[config.mk]
export PLATFORM = sky130hd
export DESIGN_NAME = mipsmc_ctrl
export DESIGN_NICKNAME = d
export VERILOG_FILES = /design/src/rtl/mipsmc_ctrl.sv
export SDC_FILE = /design/constraint.sdc
export NUM_CORES = 1
export LEC_CHECK = 0
export ABC_AREA = 1
export BUFFER_PORTS_ARGS = -buffer_cell sky130_fd_sc_hd__buf_2
export CORE_MARGIN = 2
export CORE_UTILIZATION = 40
export DETAILED_ROUTE_END_ITERATION = 16
export PLACE_DENSITY = 0.82
export SETUP_SLACK_MARGIN = 0.2
export SKIP_LAST_GASP = 1
export SYNTH_ARGS = -nofsm -noshare
export SYNTH_HDL_FRONTEND = slang
export SYNTH_SLANG_ARGS = --single-unit
[constraint.sdc]
create_clock -name clk -period 2.11 [get_ports clk]
set_clock_uncertainty 0.05 [all_clocks]
set_input_delay 0.1055 -clock clk [delete_from_list [all_inputs] [get_ports clk]]
set_output_delay 0.1055 -clock clk [all_outputs]
set_load 0.03 [all_outputs]
[src/rtl/mipsmc_ctrl.sv]
// Multicycle MIPS control unit: ready/valid memory wait states, illegal-op and bus-error halt.
// Define MIPSMC_PERFCNT_EN to build the instret/cycles performance counters.
module mipsmc_ctrl #(
    parameter int MEM_TIMEOUT = 16,
    parameter int CNT_W       = 32
) (
    input  logic             clk,
    input  logic             reset_n,
    input  logic [5:0]       op,
    input  logic [5:0]       funct,
    input  logic             zero,
    input  logic             mem_ready,
    output logic             memread,
    output logic             memwrite,
    output logic             pcen,
    output logic             irwrite,
    output logic             regwrite,
    output logic             alusrca,
    output logic             iord,
    output logic             memtoreg,
    output logic             regdst,
    output logic             jal,
    output logic [1:0]       pcsrc,
    output logic [2:0]       alusrcb,
    output logic [2:0]       alucontrol,
    output logic             halted,
    output logic             illegal,
    output logic             bus_err,
    output logic [4:0]       state_o,
    output logic [CNT_W-1:0] instret,
    output logic [CNT_W-1:0] cycles
);

    localparam int WAIT_W = (MEM_TIMEOUT > 1) ? $clog2(MEM_TIMEOUT) : 1;
    localparam logic [WAIT_W-1:0] WAIT_LAST = WAIT_W'(MEM_TIMEOUT - 1);

    localparam logic [5:0] OP_RTYPE = 6'b000000;
    localparam logic [5:0] OP_J     = 6'b000010;
    localparam logic [5:0] OP_JAL   = 6'b000011;
    localparam logic [5:0] OP_BEQ   = 6'b000100;
    localparam logic [5:0] OP_BNE   = 6'b000101;
    localparam logic [5:0] OP_ADDI  = 6'b001000;
    localparam logic [5:0] OP_SLTI  = 6'b001010;
    localparam logic [5:0] OP_ANDI  = 6'b001100;
    localparam logic [5:0] OP_ORI   = 6'b001101;
    localparam logic [5:0] OP_LW    = 6'b100011;
    localparam logic [5:0] OP_SW    = 6'b101011;

    localparam logic [5:0] F_JR  = 6'b001000;
    localparam logic [5:0] F_ADD = 6'b100000;
    localparam logic [5:0] F_SUB = 6'b100010;
    localparam logic [5:0] F_AND = 6'b100100;
    localparam logic [5:0] F_OR  = 6'b100101;
    localparam logic [5:0] F_SLT = 6'b101010;

    localparam logic [2:0] ALU_ADD = 3'b010;
    localparam logic [2:0] ALU_SUB = 3'b110;
    localparam logic [2:0] ALU_AND = 3'b000;
    localparam logic [2:0] ALU_OR  = 3'b001;
    localparam logic [2:0] ALU_SLT = 3'b111;

    typedef enum logic [4:0] {
        S_FETCH   = 5'd0,
        S_DECODE  = 5'd1,
        S_MEMADR  = 5'd2,
        S_MEMRD   = 5'd3,
        S_MEMWB   = 5'd4,
        S_MEMWR   = 5'd5,
        S_RTYPEEX = 5'd6,
        S_RTYPEWB = 5'd7,
        S_BEQEX   = 5'd8,
        S_BNEEX   = 5'd9,
        S_ADDIEX  = 5'd10,
        S_ANDIEX  = 5'd11,
        S_ORIEX   = 5'd12,
        S_SLTIEX  = 5'd13,
        S_IWB     = 5'd14,
        S_JEX     = 5'd15,
        S_JALEX   = 5'd16,
        S_JREX    = 5'd17,
        S_HALT    = 5'd18
    } state_t;

    state_t            state, next_state;
    logic [WAIT_W-1:0] wait_cnt;
    logic              mem_state;
    logic              timeout;

    // Undecodable op/funct resolves to HALT; the caller flags it as illegal.
    function automatic state_t decode_next(input logic [5:0] op_i, input logic [5:0] funct_i);
        state_t ns;
        case (op_i)
            OP_LW, OP_SW: ns = S_MEMADR;
            OP_BEQ:       ns = S_BEQEX;
            OP_BNE:       ns = S_BNEEX;
            OP_ADDI:      ns = S_ADDIEX;
            OP_ANDI:      ns = S_ANDIEX;
            OP_ORI:       ns = S_ORIEX;
            OP_SLTI:      ns = S_SLTIEX;
            OP_J:         ns = S_JEX;
            OP_JAL:       ns = S_JALEX;
            OP_RTYPE: begin
                case (funct_i)
                    F_JR:                            ns = S_JREX;
                    F_ADD, F_SUB, F_AND, F_OR, F_SLT: ns = S_RTYPEEX;
                    default:                         ns = S_HALT;
                endcase
            end
            default:      ns = S_HALT;
        endcase
        return ns;
    endfunction

    function automatic logic [2:0] rtype_alu(input logic [5:0] funct_i);
        logic [2:0] a;
        case (funct_i)
            F_SUB:   a = ALU_SUB;
            F_AND:   a = ALU_AND;
            F_OR:    a = ALU_OR;
            F_SLT:   a = ALU_SLT;
            default: a = ALU_ADD;
        endcase
        return a;
    endfunction

    assign mem_state = (state == S_FETCH) || (state == S_MEMRD) || (state == S_MEMWR);
    // A ready on the last allowed cycle still completes the access.
    assign timeout   = mem_state && !mem_ready && (wait_cnt == WAIT_LAST);

    always_ff @(posedge clk or negedge reset_n) begin
        if (!reset_n) begin
            state    <= S_FETCH;
            wait_cnt <= '0;
            illegal  <= 1'b0;
            bus_err  <= 1'b0;
        end else begin
            state    <= next_state;
            wait_cnt <= (mem_state && !mem_ready) ? wait_cnt + WAIT_W'(1) : '0;
            if (state == S_DECODE && next_state == S_HALT)
                illegal <= 1'b1;
            if (timeout)
                bus_err <= 1'b1;
        end
    end

    always_comb begin
        next_state = state;
        case (state)
            S_FETCH: begin
                if (mem_ready)    next_state = S_DECODE;
                else if (timeout) next_state = S_HALT;
            end
            S_DECODE:  next_state = decode_next(op, funct);
            S_MEMADR:  next_state = (op == OP_SW) ? S_MEMWR : S_MEMRD;
            S_MEMRD: begin
                if (mem_ready)    next_state = S_MEMWB;
                else if (timeout) next_state = S_HALT;
            end
            S_MEMWR: begin
                if (mem_ready)    next_state = S_FETCH;
                else if (timeout) next_state = S_HALT;
            end
            S_RTYPEEX: next_state = S_RTYPEWB;
            S_ADDIEX, S_ANDIEX, S_ORIEX, S_SLTIEX: next_state = S_IWB;
            S_MEMWB, S_RTYPEWB, S_IWB, S_BEQEX, S_BNEEX,
            S_JEX, S_JALEX, S_JREX: next_state = S_FETCH;
            S_HALT:    next_state = S_HALT;
            default:   next_state = S_HALT;
        endcase
    end

    always_comb begin
        memread    = 1'b0;
        memwrite   = 1'b0;
        pcen       = 1'b0;
        irwrite    = 1'b0;
        regwrite   = 1'b0;
        alusrca    = 1'b0;
        iord       = 1'b0;
        memtoreg   = 1'b0;
        regdst     = 1'b0;
        jal        = 1'b0;
        pcsrc      = 2'b00;
        alusrcb    = 3'b000;
        alucontrol = ALU_ADD;
        case (state)
            S_FETCH: begin
                memread = 1'b1;
                alusrcb = 3'b001;
                irwrite = mem_ready;
                pcen    = mem_ready;
            end
            S_DECODE:  alusrcb = 3'b011;
            S_MEMADR: begin
                alusrca = 1'b1;
                alusrcb = 3'b010;
            end
            S_MEMRD: begin
                memread = 1'b1;
                iord    = 1'b1;
            end
            S_MEMWB: begin
                regwrite = 1'b1;
                memtoreg = 1'b1;
            end
            S_MEMWR: begin
                memwrite = 1'b1;
                iord     = 1'b1;
            end
            S_RTYPEEX: begin
                alusrca    = 1'b1;
                alucontrol = rtype_alu(funct);
            end
            S_RTYPEWB: begin
                regwrite = 1'b1;
                regdst   = 1'b1;
            end
            S_BEQEX, S_BNEEX: begin
                alusrca    = 1'b1;
                alucontrol = ALU_SUB;
                pcsrc      = 2'b01;
                pcen       = (state == S_BEQEX) ? zero : ~zero;
            end
            S_ADDIEX: begin
                alusrca = 1'b1;
                alusrcb = 3'b010;
            end
            S_ANDIEX: begin
                alusrca    = 1'b1;
                alusrcb    = 3'b100;
                alucontrol = ALU_AND;
            end
            S_ORIEX: begin
                alusrca    = 1'b1;
                alusrcb    = 3'b100;
                alucontrol = ALU_OR;
            end
            S_SLTIEX: begin
                alusrca    = 1'b1;
                alusrcb    = 3'b010;
                alucontrol = ALU_SLT;
            end
            S_IWB:     regwrite = 1'b1;
            S_JEX: begin
                pcen  = 1'b1;
                pcsrc = 2'b10;
            end
            S_JALEX: begin
                pcen     = 1'b1;
                pcsrc    = 2'b10;
                jal      = 1'b1;
                regwrite = 1'b1;
            end
            S_JREX: begin
                pcen  = 1'b1;
                pcsrc = 2'b11;
            end
            default: ;
        endcase
    end

    assign halted  = (state == S_HALT);
    assign state_o = state;

`ifdef MIPSMC_PERFCNT_EN
    logic [CNT_W-1:0] instret_q, cycles_q;
    logic             retire;

    // Only completing states can move into FETCH; HALT never does.
    assign retire = (next_state == S_FETCH) && (state != S_FETCH);

    always_ff @(posedge clk or negedge reset_n) begin
        if (!reset_n) begin
            instret_q <= '0;
            cycles_q  <= '0;
        end else begin
            if (state != S_HALT)
                cycles_q <= cycles_q + CNT_W'(1);
            if (retire)
                instret_q <= instret_q + CNT_W'(1);
        end
    end

    assign instret = instret_q;
    assign cycles  = cycles_q;
`else
    assign instret = '0;
    assign cycles  = '0;
`endif

endmodule

==> metrics <==
total gr overflow 0; clock root buffer clkbuf_8; Port Buffers 41; register area share after synthesis 0.1690; Max Buffers Root-to-Sink 2; first-pass GRT wire length 5457 um; achievable frequency 542.5 MHz; Sequential Area 280.3 um2; hold slack 0.2119 ns; max-cap viol count 0; Setup Viol. Count Final 0; number of diodes 0; H-tree depth 1; Period minus WS final 1.843 ns; Total GRT Usage 0.1535; Post-DP Area 1662 um2; max incr delay on CP 0.48 ns; HP Class input pin to async pin; Final nets 327; post-route design area 1784 um2; crit end category output pin; leakage 1.113 nW; number of vias per cell 4.320; final slew viol count 0; Antenna Nets Post-Route 0; unrepaired setup endpoints after global routing yes; TritonCTS clock tree done; wire length per cell 9.769 um; CP cell instances inv_4 > nand3_2 > o21ai_2 > inv_1 > a21oi_2 > o211ai_1 > buf_2; fin util 0.4493; largest net degree at the start of global routing 12; Final Hold Violating Endpoints 0; Num Clock Sinks 11; Critical-path top delay cell dfrtp_2; Num CTS Buffers 3; Layout fillers 435; iteration count of the initial detailed-routing pass 4; Post-Syn Instances 261; layout cell share with drive strength beyond 1 0.2460; Power, Total 1.986 mW; Worst-path clk slew 0.05 ns; Placed Cells 351; Final period util 0.8736; outcome complete, no violations; Post-DP HPWL 2956 um; library cells used by synthesis 29; final WL 3507 um; Crit path required time 1.95 ns; critical-path maximum fanout 8; Buf/Inv on CP 3; Die Y 67.82 um; dpl ws 0.3314 ns; vias in the first global route 1334; DRT iter0 DRCs 73; maximum vdd drop 0.3573 mV; row cnt 23; area taken by multi-input logic gates 1025 um2; FF+latch count, synth 11; WP data arrival 1.69 ns; mean area per synthesized cell 6.242 um2; Crit path max-delay family flip-flops; area of the mapped netlist 1629 um2; Clock Latency Late Sink 0.24 ns; yosys warns 0; FF-to-FF End illegal; number of remaining DRC errors 0; Ports 106; register-to-register setup slack 0.46 ns; WS Path Type flip-flop to output pin; Pwr Density 1113 nW/um2; Final TNS setup 0 ns; Area Growth Syn to Fin 9.524%; final worst setup slack 0.2666 ns; routed via count 1551; die area 4599 um2; Starting Density 0.4102; RePlAce Congestion 0.9008; initial antenna violation count 0; critical path launch point type flip-flop; cell count of the worst reg-to-reg path 11; FF-to-FF Start state_o[1]; Die W 67.82 um; Non-Filler Instances 359; core box area 3971 um2
Yosys cell counts (all sizes together):
master,number,share of area
nand2,52,0.13
o21ai,5,0.015
buf,64,0.29
o31ai,2,0.0092
a31oi,1,0.0038
a21oi,6,0.021
nand3b,3,0.014
nor3,3,0.0092
a2111o,1,0.0069
nor2,45,0.11
inv,34,0.078
ha,1,0.0077
dfrtp,11,0.17
and3,1,0.0038
xor2,2,0.011
conb,1,0.0023
nand4,5,0.028
o211ai,2,0.0092
nand3,21,0.075
o22ai,1,0.0038
cell families (layout without fill, tap and decap cells):
| group | Yosys count | after routing | synth area share |
|---|---|---|---|
| other | 1 | 64 | 0.002302 |
| AO/OA/AOI/OAI | 18 | 18 | 0.06912 |
| adder cells (fa/ha/maj) | 1 | 1 | 0.007679 |
| AND/OR/NAND/NOR | 130 | 130 | 0.3679 |
| buffers and inverters | 98 | 83 | 0.3733 |
| flip-flops | 11 | 11 | 0.1690 |
| XOR/XNOR | 2 | 2 | 0.01075 |
worst max-delay path by stage:
stage / cells after the start / to / startpoint
finish: 7 / alucontrol[1] / state_o[4]
CTS: 6 / alusrcb[1] / state_o[2]
floorplan: 7 / alucontrol[1] / state_o[2]
detailed placement: 8 / illegal / state_o[2]
global placement: 8 / alucontrol[1] / state_o[2]
global route: 6 / alusrcb[1] / state_o[3]
layer usage:
layer,up-vias,share of wire,track usage,wire length (um)
li1,787,-,-,-
met1,687,0.40,0.1711,1395
met2,73,0.50,0.2904,1755
met3,4,0.092,0.03454,322
met4,0,0.0097,0.04250,34
met5,-,0,0,0
report_power, final:
part | total (mW) | internal, mW | switching, mW
Combinational | 1.42 | 0.370 | 1.05
Clock | 0.207 | 0.130 | 0.0779
Sequential | 0.360 | 0.266 | 0.0938
cell usage in the layout (no fill, tap or decap), types with 5 or more instances in the layout:
cell	count
nand2_1	46
nand3_1	18
nor2_2	5
buf_2	40
nor2_1	38
dfrtp_1	7
nand2_2	5
conb_1	64
inv_1	31
sequential cells by signal, summed over array words and instances (netlist names):
name	flops
state_o	5
bus_err	1
wait_cnt	4
illegal	1
layout make-up:
class,instances,area share
Tap cell,50,0.03506
Sequential cell,11,0.1571
Multi-Input combinational cell,215,0.5743
Timing Repair Buffer,45,0.1346
Clock buffer,3,0.02314
Inverter,34,0.07293
Clock inverter,1,0.002805
repair_timing:
item | 4_1_cts | 5_1_grt
hold buffers | 1 | 0
cloned | 0 | 0
setup endpoints to repair | 3 | 6
setup buffers | 0 | 3
endpoints found under the hold margin | 11 | 0
resized for setup | 5 | 12
No activity file was read; power rests on OpenSTA's default activity.
